==> src/rtl/gray_bin_serial_ctrl.sv <==
// Sequencer for the serial Gray-to-binary datapath (PISO -> serial gray/bin FSM -> SIPO).
// Define GBSC_PERF_EN to add the frame_cnt / stall_cnt performance counters.
module gray_bin_serial_ctrl #(
  parameter int unsigned WIDTH     = 5,
  parameter int unsigned CAP_LAT   = WIDTH + 2,
  parameter int unsigned OUT_DEPTH = 2
) (
  input  logic             clk,
  input  logic             rst_n,
  input  logic             in_valid,
  output logic             in_ready,
  input  logic [WIDTH-1:0] in_data,
  output logic [WIDTH-1:0] dp_data,
  output logic             dp_shift,
  input  logic [WIDTH-1:0] dp_result,
  output logic             out_valid,
  input  logic             out_ready,
  output logic [WIDTH-1:0] out_data,
  output logic             busy
`ifdef GBSC_PERF_EN
  ,
  output logic [15:0]      frame_cnt,
  output logic [15:0]      stall_cnt
`endif
);

  localparam int unsigned PhW  = (WIDTH > 1) ? $clog2(WIDTH) : 1;
  localparam int unsigned PtrW = (OUT_DEPTH > 1) ? $clog2(OUT_DEPTH) : 1;
  localparam int unsigned CntW = $clog2(OUT_DEPTH + 1);

  localparam logic [PhW-1:0]  PhLast  = PhW'(WIDTH - 1);
  localparam logic [PtrW-1:0] PtrLast = PtrW'(OUT_DEPTH - 1);
  localparam logic [CntW-1:0] CntFull = CntW'(OUT_DEPTH);

  typedef logic [PhW-1:0] ph_t;

  function automatic logic [PtrW-1:0] ptr_inc(input logic [PtrW-1:0] p);
    return (p == PtrLast) ? '0 : p + PtrW'(1);
  endfunction

  // Phase counter, aligned with the datapath frame FSM (both reset by rst_n).
  ph_t ph_q, ph_d;

  // Credits: FIFO occupancy plus frames in flight.
  logic [CntW-1:0] cnt_q, cnt_d;

  // Launch pipe; its last tap marks the SIPO capture cycle.
  logic [CAP_LAT-1:0] pipe_q, pipe_d;

  // Output FIFO.
  logic [WIDTH-1:0] mem_q [OUT_DEPTH];
  logic [WIDTH-1:0] mem_d [OUT_DEPTH];
  logic [PtrW-1:0]  wr_ptr_q, wr_ptr_d;
  logic [PtrW-1:0]  rd_ptr_q, rd_ptr_d;
  logic [CntW-1:0]  occ_q, occ_d;

  logic launch;
  logic capture;
  logic pop;

  // in_ready depends only on registered state, never on in_valid.
  always_comb begin
    in_ready  = (ph_q == PhLast) && (cnt_q < CntFull);
    launch    = in_valid && in_ready;
    dp_shift  = ~launch;
    dp_data   = in_data;
    capture   = pipe_q[CAP_LAT-1];
    out_valid = (occ_q != '0);
    pop       = out_valid && out_ready;
    out_data  = out_valid ? mem_q[rd_ptr_q] : '0;
    busy      = (cnt_q != '0);
  end

  always_comb begin
    ph_d   = (ph_q == PhLast) ? '0 : ph_q + PhW'(1);
    pipe_d = {pipe_q[CAP_LAT-2:0], launch};

    cnt_d = cnt_q;
    if (launch && !pop) begin
      cnt_d = cnt_q + CntW'(1);
    end else if (!launch && pop) begin
      cnt_d = cnt_q - CntW'(1);
    end
  end

  always_comb begin
    mem_d    = mem_q;
    wr_ptr_d = wr_ptr_q;
    rd_ptr_d = rd_ptr_q;
    occ_d    = occ_q;

    if (capture) begin
      mem_d[wr_ptr_q] = dp_result;
      wr_ptr_d        = ptr_inc(wr_ptr_q);
    end
    if (pop) begin
      rd_ptr_d = ptr_inc(rd_ptr_q);
    end

    // Simultaneous capture and pop leave the occupancy unchanged.
    if (capture && !pop) begin
      occ_d = occ_q + CntW'(1);
    end else if (!capture && pop) begin
      occ_d = occ_q - CntW'(1);
    end
  end

  always_ff @(posedge clk or negedge rst_n) begin
    if (!rst_n) begin
      ph_q     <= '0;
      cnt_q    <= '0;
      pipe_q   <= '0;
      wr_ptr_q <= '0;
      rd_ptr_q <= '0;
      occ_q    <= '0;
      for (int i = 0; i < int'(OUT_DEPTH); i++) begin
        mem_q[i] <= '0;
      end
    end else begin
      ph_q     <= ph_d;
      cnt_q    <= cnt_d;
      pipe_q   <= pipe_d;
      wr_ptr_q <= wr_ptr_d;
      rd_ptr_q <= rd_ptr_d;
      occ_q    <= occ_d;
      mem_q    <= mem_d;
    end
  end

`ifndef SYNTHESIS
  always_ff @(posedge clk) begin
    if (rst_n) begin
      assert (!(capture && !pop && (occ_q == CntFull)))
        else $fatal(1, "gray_bin_serial_ctrl: output FIFO overflow");
    end
  end
`endif

`ifdef GBSC_PERF_EN
  logic [15:0] frame_cnt_q, frame_cnt_d;
  logic [15:0] stall_cnt_q, stall_cnt_d;

  always_comb begin
    frame_cnt_d = capture ? frame_cnt_q + 16'd1 : frame_cnt_q;
    stall_cnt_d = stall_cnt_q;
    if (in_valid && (ph_q == PhLast) && !in_ready && (stall_cnt_q != 16'hFFFF)) begin
      stall_cnt_d = stall_cnt_q + 16'd1;
    end
  end

  always_ff @(posedge clk or negedge rst_n) begin
    if (!rst_n) begin
      frame_cnt_q <= '0;
      stall_cnt_q <= '0;
    end else begin
      frame_cnt_q <= frame_cnt_d;
      stall_cnt_q <= stall_cnt_d;
    end
  end

  assign frame_cnt = frame_cnt_q;
  assign stall_cnt = stall_cnt_q;
`endif

endmodule

==> config.mk <==
export PLATFORM = sky130hd
export DESIGN_NAME = gray_bin_serial_ctrl
export DESIGN_NICKNAME = d
export VERILOG_FILES = /design/src/rtl/gray_bin_serial_ctrl.sv
export SDC_FILE = /design/constraint.sdc
export NUM_CORES = 1
export LEC_CHECK = 0
export BUFFER_PORTS_ARGS = -buffer_cell sky130_fd_sc_hd__clkbuf_2
export CORE_MARGIN = 2
export CORE_UTILIZATION = 40
export CTS_CLUSTER_DIAMETER = 60
export DETAILED_ROUTE_END_ITERATION = 7
export RECOVER_POWER = 50
export SLEW_MARGIN = 20
export SYNTH_ARGS = -nofsm -noshare
export SYNTH_HDL_FRONTEND = slang
export SYNTH_SLANG_ARGS = --single-unit
==> constraint.sdc <==
create_clock -name clk -period 1.73 [get_ports clk]
set_input_delay 0.0865 -clock clk [delete_from_list [all_inputs] [get_ports clk]]
set_output_delay 0.0865 -clock clk [all_outputs]
set_load 0.01 [all_outputs]
Yosys cells after proc, flatten, opt, wreduce, memory -nomap -nowiden
Index checks and enable logic that the tools add are counted.
{ "totals": {"out_inout_bits": 14, "inputBits": 14, "word_cells": 52, "ff_bits": 26} }
{ "classes": {"add_sub_neg": 7, "eq_ne": 1, "bitwise": 3, "magnitude_cmp": 4, "mux": 14, "reduce_logical": 15} }
{ "op_table": {"columns": ["cell", "n"], "rows": [
  ["$mux W5", 5],
  ["$bwmux W10", 1],
  ["$logic_and A1 B1 Y1", 8],
  ["$mux W2", 4],
  ["$reduce_bool A2 Y1", 4],
  ["$demux W5 S1", 1],
  ["$add A2 B1 Y2 const B", 2],
  ["$ge A2 B2 Y1 const B", 2],
  ["$not A1 Y2", 2],
  ["$sub A2 B1 Y2 const B", 2],
  ["$add A3 B1 Y3 const B", 1],
  ["$eq A3 B3 Y1 const B", 1],
  ["$logic_not A1 Y1", 3],
  ["$mux W3", 1],
  ["$add A1 B1 Y1 const B", 2],
  ["$lt A2 B1 Y1 const B", 1],
  ["$lt A2 B2 Y1 const B", 1],
  ["$mux W1", 2],
  ["$not A1 Y1", 1]
]} }

Longest topological paths before layout
Gate-level depths: netlist of run 1.
{ "logic_depth": {"ltp_word": 7, "ltp_mapped": 9, "mapped_depth_nobuf": 9} }

Worst setup path before layout of run 1
No wires, ideal clock.
{ "synth_path": {"path_type": "reg-to-reg", "from": "register ph_q[0]", "to": "register cnt_q[1]", "arrival_time_ps": 1518, "n_path_buf": 0, "t_required_ps": 1605, "path_stages_with_launch": 10, "setup_ps": 125, "path_slack_ps": 87, "period_less_slack_ps": 1643, "cell_sequence": "dfrtp_1 inv_1 ha_1 nand2_1 nor2_1 and2_1 ha_1 xor2_1 nor2_1 xor2_1"} }
{ "synth_via": {"elab_chain_cells": 6, "word_cells_on_any_way": 8, "cone_classes": "eq/ne (1); mux (1); reduce/logical (6)"} }
{ "synth_lines": {"columns": ["element", "line_no", "rtl"], "rows": [
  ["from (decl)", "42", "ph_t ph_q, ph_d;"],
  ["from (signal assigned)", "120", "ph_q <= ph_d;"],
  ["$eq A3 B3 Y1 *", "63", "in_ready = (ph_q == PhLast) && (cnt_q < CntFull);"],
  ["$logic_and A1 B1 Y1 *", "63", null],
  ["via in_ready", "11", "output logic in_ready,"],
  ["$logic_and A1 B1 Y1 *", "64", "launch = in_valid && in_ready;"],
  ["via launch", "57", "logic launch;"],
  ["$logic_not A1 Y1", "81", "end else if (!launch && pop) begin"],
  ["$logic_and A1 B1 Y1", "81", null],
  ["$reduce_bool A2 Y1 (no line)", null, null],
  ["to (signal assigned)", "121", "cnt_q <= cnt_d;"],
  ["to (decl)", "45", "logic [CntW-1:0] cnt_q, cnt_d;"]
]} }
The timed path passes the listed nets; every way through them passes the cells marked *.
A chain may end at the register's enable or synchronous reset.

Final worst setup path of run 1
{ "layout_path": {"from": "register ph_q[0]", "to": "register cnt_q[1]"} }
{ "layout_via": {"elab_chain_cells": 6, "word_cells_on_any_way": 8, "cone_classes": "eq/ne (1); mux (1); reduce/logical (6)"} }
{ "layout_lines": {"columns": ["element", "line_no"], "rows": [
  ["$eq A3 B3 Y1 *", "63"],
  ["$logic_and A1 B1 Y1 *", "63"],
  ["$logic_and A1 B1 Y1 *", "64"],
  ["via launch", "57"],
  ["$logic_not A1 Y1", "81"],
  ["$logic_and A1 B1 Y1", "81"],
  ["$reduce_bool A2 Y1 (no line)", null]
]} }
Marks and branches as above.

==> results of run 1 <==
## registers in the layout (all words and copies together), names as in the netlist
| register | flops |
|---|---|
| mem_q | 10 |
| pipe_q | 7 |
| ph_q | 3 |
| cnt_q | 2 |
| occ_q | 2 |
| rd_ptr_q | 1 |
| wr_ptr_q | 1 |
## worst reg2reg max path: stages, from the launching register on
cell and delay [ns]:
dfrtp_1 0.42, inv_1 0.07, ha_2 0.18, nand2_1 0.07
nor2_2 0.12, and2_4 0.15, ha_1 0.15, xor2_1 0.18
nor2_2 0.07, xor2_1 0.14
## layout by cell type, fill, tap and decap left out
cell / Yosys / routed
nand2_2: 1 / 1
nand2_1: 2 / 2
ha_2: 0 / 1
nor2_2: 0 / 2
clkbuf_4: 0 / 3
mux2i_1: 5 / 5
or2_2: 1 / 1
o21ai_0: 1 / 1
ha_1: 4 / 3
dfrtp_1: 26 / 26
clkbuf_8: 0 / 1
inv_2: 0 / 1
dlygate4sd3_1: 0 / 4
mux2_2: 11 / 11
xor2_1: 5 / 5
nor2b_4: 1 / 1
buf_4: 5 / 3
clkbuf_2: 0 / 17
nor2_1: 10 / 8
and2_4: 0 / 1
inv_1: 3 / 2
xnor2_1: 3 / 3
a21oi_1: 1 / 1
## metrics by stage
step                      power [mW]  setup TNS, ns  util (%)
after detailed placement        1.69              0      46.5
after global routing            2.15        -0.0196      50.5
after floorplan                 1.44              0         -
after CTS                       2.00              0      49.3
after global placement          1.65              0      46.5
final                           2.00              0      50.5
## final timing paths
check / from / endpoint / slack [ns]
worst max-delay path: ph_q[0] / cnt_q[1] / 0.09
worst min-delay path: dp_result[4] / mem_q[4] / 0.02
worst max register to register: ph_q[0] / cnt_q[1] / 0.09
worst min register to register: pipe_q[5] / pipe_q[6] / 0.36
max in group asynchronous: rst_n / mem_q[8] / 1.05
min in group asynchronous: rst_n / pipe_q[1] / 0.29
## power groups by stage
stage	combinational (mW)	clock, mW	sequential, mW
2_1_floorplan	0.524	0	0.920
3_3_place_gp	0.675	0	0.975
3_5_place_dp	0.701	0	0.990
4_1_cts	0.707	0.313	0.980
5_1_grt	0.802	0.337	1.01
6_report	0.724	0.296	0.978
## logic make-up (layout without fill, tap and decap cells)
kind of cell             Yosys count  after routing
flip-flops                        26             26
multiplexers                      16             16
AND/OR/NAND/NOR                   16             16
buffers and inverters              9             31
XOR/XNOR                           8              8
adder cells (fa/ha/maj)            4              4
AO/OA/AOI/OAI                      2              2
## repair_timing
action / in CTS / in global routing
setup endpoints to repair: 1 / 1
endpoints found under the hold margin: 30 / 1
gates resized for setup: 1 / 4
hold buffers: 3 / 1
buffers inserted: 0 / 2
pin swaps: 0 / 3
## per-layer routing
metal / vias up / share of wire (%) / track usage [%]
met5: - / 0 / 0
met4: 0 / 2.7 / 8.84
met3: 8 / 4.8 / 2.09
met2: 20 / 50 / 20.3
met1: 309 / 43 / 15.2
li1: 304 / - / -
## layout make-up
type,instances,area share [%]
Multi-Input combinational cell,46,30.7
Sequential cell,26,51.0
Inverter,3,0.883
Timing Repair Buffer,24,11.6
Clock buffer,4,2.85
Tap cell,30,2.94
==> flow_summary.ini, run 1 <==
[synth]
synth.top_cell.area_share_pct = 59.9
synthAdderAreaFrac_pct = 4.61
synthSimpleGateAreaFrac_pct = 7.14
synth-seq-cells = 26
synth_common_cells = dfrtp_1 (26), mux2_2 (11), nor2_1 (10)
synth.cell_area_um2 = 1090
yosysTopAreaCell = dfrtp_1
synth.avg_cell_area_um2 = 13.4
synthMuxAreaShare_pct = 16.0
synth-xor-area-share_pct = 6.45
synth_edf_count = 0
postSynthCellCount = 81
synth_compound_area_share_pct = 0.922
synth.distinct_cells = 17
syn_nets = 99
yosysWarnings = 0
synth_top_family_by_area = multiplexers
ys.flop_type = dfrtp_1
yosysMostFrequentCell = dfrtp_1
synthArstFlopShare_pct = 100
ys_seq_area_share_pct = 59.9
synth_area_leaders = dfrtp_1 (60%), mux2_2 (11%), ha_1 (4.6%), mux2i_1 (4.6%), xor2_1 (4.0%)

[setup_path]
crit_family = flip-flops
slowest_delay_ns = 0.42
worst-path-stages = 9
ff2ff_path_depth = 9
start_kind = flip-flop
worstPathRequired_ns = 1.94
crit_chain = inv_1 > ha_2 > nand2_1 > nor2_2 > and2_4 > ha_1 > xor2_1 > nor2_2 > xor2_1
critPathCaptureType = flip-flop
crit_arrival_ns = 1.85
crit_path_max_fanout = 3
path_buf_inv = 1
slowest_stage = dfrtp_1
crit_type = reg2reg

[clock_tree]
path_clk_slew_ns = 0.13
cts_buffers = 3
cts_max_level = 1
root_buffer = clkbuf_4
cts_tree = yes
cts_buffer_depth = 2
clock_latency_ns = 0.31
cts_sinks = 26

[finish]
nNetsFinal = 122
layout-drive-gt1-share_pct = 41.7
area_growth_pct = 17.4
instances_no_fill = 133
seqCellArea_um2 = 651
fill_cells = 234
multi_input_area_um2 = 392
final_area_um2 = 1270
n_antenna_cell = 0

[die]
die_x_um = 56.1
core_area_um2 = 2520
start_util_pct = 43.1
ios = 28
dieArea_um2 = 3150
die_h_um = 56.1
core.rowCount = 18

[power]
sw_frac_of_total_pct = 33.4
vdd_drop_max_uv = 692
p_clk_share_pct = 14.8
p_seq_share_pct = 48.9
leakage_nw = 0.641
comb_power_share_pct = 36.2
p_per_area_nw_per_um2 = 1570
p_int_mw = 1.33
power_switching_mw = 0.667

[placed_design]
place_congestion = 0.635
place_inst = 123
dpl-instance-area_um2 = 1170
io_buffers = 17
dp_hpwl_mm = 1.20
place_ws_ns = 0.0112

[routing]
drc_errors = 0
wl_per_cell_um = 12.6
vias_per_cell = 4.82
vias = 641
routed_wl_mm = 1.67
ant_nets = 0
drt-pass1-iter-count = 2
drt_iter0_drc = 9

[timing]
setup_violations = 0
setup_ws_ns = 0.0874
finClkSkew_ns = 0.00111
finalCritPeriodShare_pct = 94.9
timing.fmax_mhz = 609
hold_viol_final = 0
timing.hold.ws_ns = 0.0191
period_minus_slack_ns = 1.64
finalMaxSlewViolations = 0
tightest_slew_ns = 0.602
slew_headroom_pct = 59.8

[hold_path]
whs_path_depth = 2
hp-class = in2reg

[global_routing]
grt_max_degree = 27
grt_pass1_vias = 666
grt-ovfl-total = 0
grtUsageTotal_pct = 12.6
grt_pass1_wl_mm = 2.99
antenna_found_initial = 0

[status]
run_status = finished clean

[job]
max_cap_viol_count = 0
Power figures use the tool's default switching activity.
==> run 2: changes to the inputs <==
==> constraint.sdc (replaced) <==
create_clock -name clk -period 2 [get_ports clk]
set_input_delay 0.1 -clock clk [delete_from_list [all_inputs] [get_ports clk]]
set_output_delay 0.1 -clock clk [all_outputs]
set_load 0.01 [all_outputs]
==> flow_summary.ini, run 2 (synthesis results as in run 1) <==
[routing]
vias = 600
ant_nets = 0
wl_per_cell_um = 12.3
drc_errors = 0
vias_per_cell = 4.72
drt_iter0_drc = 1
drt-pass1-iter-count = 3
routed_wl_mm = 1.56

[finish]
final_common_cell = dfrtp_1
regMostFlops = mem_q
n_antenna_cell = 0
layout-drive-gt1-share_pct = 35.1
largest_reg_flops = 10
reg_top3 = mem_q (10), pipe_q (7), ph_q (3)
final_area_um2 = 1210
final_cell_mix = dfrtp_1 (26), clkbuf_2 (16), mux2_2 (11), nor2_1 (10)
area_growth_pct = 11.5
nNetsFinal = 116

[power]
power_switching_mw = 0.551
p_clk_share_pct = 15.1
p_per_area_nw_per_um2 = 1380
p_seq_share_pct = 50.2
p_int_mw = 1.12
sw_frac_of_total_pct = 33.0
power_mw = 1.67
leakage_nw = 0.608
comb_power_share_pct = 34.7
vdd_drop_max_uv = 682

[hold_path]
whs_path_depth = 2
min_from = dp_result[3]
hp-class = in2reg
hold_end = mem_q[8]

[job]
max_cap_viol_count = 0

[die]
die_h_um = 56.1
core.rowCount = 18
ios = 28
die_x_um = 56.1
dieArea_um2 = 3150
core_area_um2 = 2520
start_util_pct = 43.1

[placed_design]
dpl-instance-area_um2 = 1170
place_congestion = 0.619
dp_hpwl_mm = 1.13
place_ws_ns = 0.352
io_buffers = 17

[setup_path]
worstPathRequired_ns = 2.21
start_kind = flip-flop
critPathCaptureType = flip-flop
crit_type = reg2reg
crit_arrival_ns = 1.84
ff2ff_path_depth = 9
r2r-end = cnt_q[1]
regToRegStartpoint = ph_q[0]
crit_path_max_fanout = 3
ff2ff_setup_slack_ns = 0.36

[timing]
finalMaxSlewViolations = 0
fin_tns_setup_ns = 0
setup_ws_ns = 0.362
tightest_slew_ns = 1.32
slew_headroom_pct = 11.9
period_minus_slack_ns = 1.64
rsz0062_at_grt = false
finClkSkew_ns = 0.00385
timing.fmax_mhz = 610
finalCritPeriodShare_pct = 81.9
hold_viol_final = 0
setup_violations = 0

[global_routing]
grt_pass1_wl_mm = 2.77
antenna_found_initial = 0
grt_pass1_vias = 620
grt_max_degree = 27
grt-ovfl-total = 0
grtUsageTotal_pct = 11.4

[clock_tree]
cts_buffers = 3
post-cts-setup-buffers = 0
cts_buffer_depth = 2
path_clk_slew_ns = 0.13
cts_max_level = 1
clock_latency_ns = 0.31
cts_resized = 0
cts_sinks = 26
cts_tree = yes
root_buffer = clkbuf_4

[status]
run_status = finished clean
[run 2: cell count changes in the layout (fill, tap and decap cells not counted), sizes merged]
cell         previous run  this run
buf                     3         0
dlygate4sd3             4         1
[run 2: routing by layer]
metal | wire length (um) | part of all wire, % | global-route usage (%) | vias up
li1 | - | - | - | 291
met1 | 726 | 46 | 14.5 | 285
met2 | 733 | 47 | 18.2 | 18
met3 | 80 | 5.1 | 2.33 | 6
met4 | 21 | 1.3 | 5.78 | 0
met5 | 0 | 0 | 0 | -
[run 2: area by class of cell]
cell class,count,area [um^2]
inverter,3,11.3
multi-input combinational,46,382
timing repair buffer,18,93.8
tap,30,37.5
clock buffer,4,36.3
fill,228,1310
sequential,26,651
[run 2: how the worst max path moves through the flow]
stage / start / endpoint / cells past startpoint
detailed placement: ph_q[0] / cnt_q[1] / 9
floorplan: ph_q[0] / cnt_q[1] / 9
global route: ph_q[0] / cnt_q[1] / 8
global placement: ph_q[0] / cnt_q[1] / 9
CTS: ph_q[0] / cnt_q[1] / 9
finish: ph_q[0] / cnt_q[1] / 9
[run 2: timing repair]
action	in CTS	in global routing
setup endpoints to repair	0	0
hold buffers	1	0
endpoints found under the hold margin	26	0
[run 2: metrics by stage]
step                hold WS [ns]  instances  util [%]
finish                    0.0282        127      48.0
global route              0.0212        127      48.0
CTS                       0.0185        127      48.1
detailed placement         0.152        122      46.2
global placement           0.150        122      46.2
floorplan                 -0.196         81         -
[run 2: power by group through the flow]
stage | Combinational [mW] | Sequential, mW | Clock (mW)
final | 0.579 | 0.838 | 0.252
after global routing | 0.643 | 0.867 | 0.281
after CTS | 0.593 | 0.840 | 0.264
after detailed placement | 0.589 | 0.852 | 0
after global placement | 0.574 | 0.844 | 0
after floorplan | 0.453 | 0.795 | 0
[run 2: worst max-delay path, stage by stage, from the launching register on]
cell and delay (ns):
dfrtp_1 0.43, inv_1 0.06, ha_1 0.18, nand2_1 0.06
nor2_1 0.14, and2_1 0.17, ha_1 0.16, xor2_1 0.15
nor2_1 0.06, xor2_1 0.13
==> run 3: changes to the inputs <==
--- a/config.mk
+++ b/config.mk
@@ -10,6 +10,7 @@
 export CORE_UTILIZATION = 40
 export CTS_CLUSTER_DIAMETER = 60
 export DETAILED_ROUTE_END_ITERATION = 7
+export PLACE_DENSITY = 0.66
 export RECOVER_POWER = 50
 export SLEW_MARGIN = 20
 export SYNTH_ARGS = -nofsm -noshare
==> constraint.sdc (replaced) <==
create_clock -name clk -period 1.3 [get_ports clk]
set_input_delay 0.065 -clock clk [delete_from_list [all_inputs] [get_ports clk]]
set_output_delay 0.065 -clock clk [all_outputs]
set_load 0.01 [all_outputs]
==> flow_summary.ini, run 3 (synthesis results as in run 1) <==
[power]
power_mw = 3.11
sw_frac_of_total_pct = 33.1
p_per_area_nw_per_um2 = 2120
p_seq_share_pct = 42.1
p_int_mw = 2.08
power_switching_mw = 1.03
p_clk_share_pct = 12.7
leakage_nw = 0.712
vdd_drop_max_uv = 1200
comb_power_share_pct = 45.3

[timing]
tightest_slew_ns = 0.623
fin_tns_setup_ns = -0.797
finalCritPeriodShare_pct = 114
hold_viol_final = 0
setup_violations = 10
rsz0062_at_grt = true
timing.fmax_mhz = 678
slew_headroom_pct = 58.5
finClkSkew_ns = 0.00818
period_minus_slack_ns = 1.48
finalMaxSlewViolations = 0
setup_ws_ns = -0.176

[routing]
wl_per_cell_um = 13.1
vias = 684
drt_iter0_drc = 2
ant_nets = 0
vias_per_cell = 4.68
drt-pass1-iter-count = 3
routed_wl_mm = 1.92
drc_errors = 0

[die]
dieArea_um2 = 3150
die_h_um = 56.1
core_area_um2 = 2520
die_x_um = 56.1
core.rowCount = 18
start_util_pct = 43.1
ios = 28

[setup_path]
regToRegStartpoint = ph_q[0]
crit_path_max_fanout = 2
crit_chain = inv_2 > ha_4 > nand2_4 > nor2_4 > and2_4 > ha_4 > xor2_1 > nor2_1 > xor2_1
crit_type = reg2reg
slowest_delay_ns = 0.40
worstSetupStartpoint = ph_q[0]
path_buf_inv = 1
crit_arrival_ns = 1.72
critPathCaptureType = flip-flop
start_kind = flip-flop
slowest_stage = dfrtp_1
worstPathRequired_ns = 1.54
crit_family = flip-flops

[job]
max_cap_viol_count = 0

[finish]
instances_no_fill = 146
fill_cells = 219
layout-drive-gt1-share_pct = 53.4
n_antenna_cell = 0
nNetsFinal = 135
final_area_um2 = 1470
area_growth_pct = 35.4
final_common_cell = dfrtp_1
reg_top3 = mem_q (10), pipe_q (7), ph_q (3)
largest_reg_flops = 10
final_cell_mix = dfrtp_1 (25), clkbuf_2 (15), mux2_2 (11), buf_4 (10), dlygate4sd3_1 (7)
regMostFlops = mem_q

[clock_tree]
clock_latency_ns = 0.32
root_buffer = clkbuf_4
cts_buffer_depth = 2
cts_buffers = 3
path_clk_slew_ns = 0.13
cts_max_level = 1
cts_tree = yes
cts_sinks = 26

[global_routing]
grt_pass1_vias = 747
grt_max_degree = 27
antenna_found_initial = 0
grt-ovfl-total = 0
grtUsageTotal_pct = 13.1
grt_pass1_wl_mm = 3.20

[hold_path]
min_from = out_ready
hp-class = in2reg

[placed_design]
dp_hpwl_mm = 1.32
place_inst = 128
dpl-instance-area_um2 = 1240
place_ws_ns = -0.272
place_congestion = 0.627
io_buffers = 17

[status]
violations = setup timing
run_status = finished, violations left
[run 3: cell types whose count changed in the layout (fill, tap and decap cells not counted), moves of 3 or more]
cell,change
nor2_4,+3
dlygate4sd3_1,+6
nor2_1,-4
buf_4,+10
buf_6,+5
inv_1,-3
inv_2,+3
[run 3: layer usage]
layer / GRT usage [%] / part of all wire [%] / up-vias
met2: 24.0 / 51 / 17
met1: 14.6 / 43 / 336
met4: 2.04 / 0.52 / 0
li1: - / - / 329
met5: 0 / 0 / -
met3: 4.88 / 5.5 / 2
[run 3: worst paths after layout]
| kind | end | slack, ns | depth (start not counted) |
|---|---|---|---|
| min reg2reg | pipe_q[5] | 0.35 | 0 |
| max | cnt_q[1] | -0.18 | 9 |
| max in group asynchronous | rd_ptr_q | 0.59 | 2 |
| max reg2reg | cnt_q[1] | -0.18 | 9 |
| min | rd_ptr_q | 0.12 | 4 |
| min in group asynchronous | mem_q[6] | 0.27 | 2 |
[run 3: what timing repair did]
item / in CTS / in global routing
pin swaps: 10 / 4
hold buffers: 7 / 0
endpoints found under the setup margin: 11 / 12
buffers inserted: 4 / 3
resized for setup: 12 / 8
hold endpoints to repair: 37 / 0
[run 3: final cells by class]
| cell class | instances | area, um^2 | area share [%] |
|---|---|---|---|
| Clock buffer | 4 | 36.3 | 2.47 |
| Inverter | 3 | 11.3 | 0.766 |
| Multi-Input combinational cell | 46 | 457 | 31.1 |
| Sequential cell | 26 | 652 | 44.3 |
| Tap cell | 30 | 37.5 | 2.55 |
| Timing Repair Buffer | 37 | 277 | 18.8 |
[run 3: power by group through the flow]
stage	combinational [mW]	sequential [mW]	clock (mW)
after detailed placement	1.08	1.32	0
final	1.41	1.31	0.394
after CTS	1.24	1.32	0.410
after global routing	1.53	1.35	0.448
after floorplan	0.734	1.24	0
after global placement	1.05	1.29	0
[run 3: stage by stage]
step	hold WS, ns	utilization (%)
final	0.122	58.3
after detailed placement	0.113	49.3
after floorplan	-0.231	-
after global placement	0.110	49.3
after global routing	0.117	58.3
after CTS	0.121	56.4
[run 3: worst min-delay path, stage by stage]
cell,delay (ns)
clkbuf_2,0.10
o21ai_4,0.09
buf_4,0.12
xnor2_1,0.05
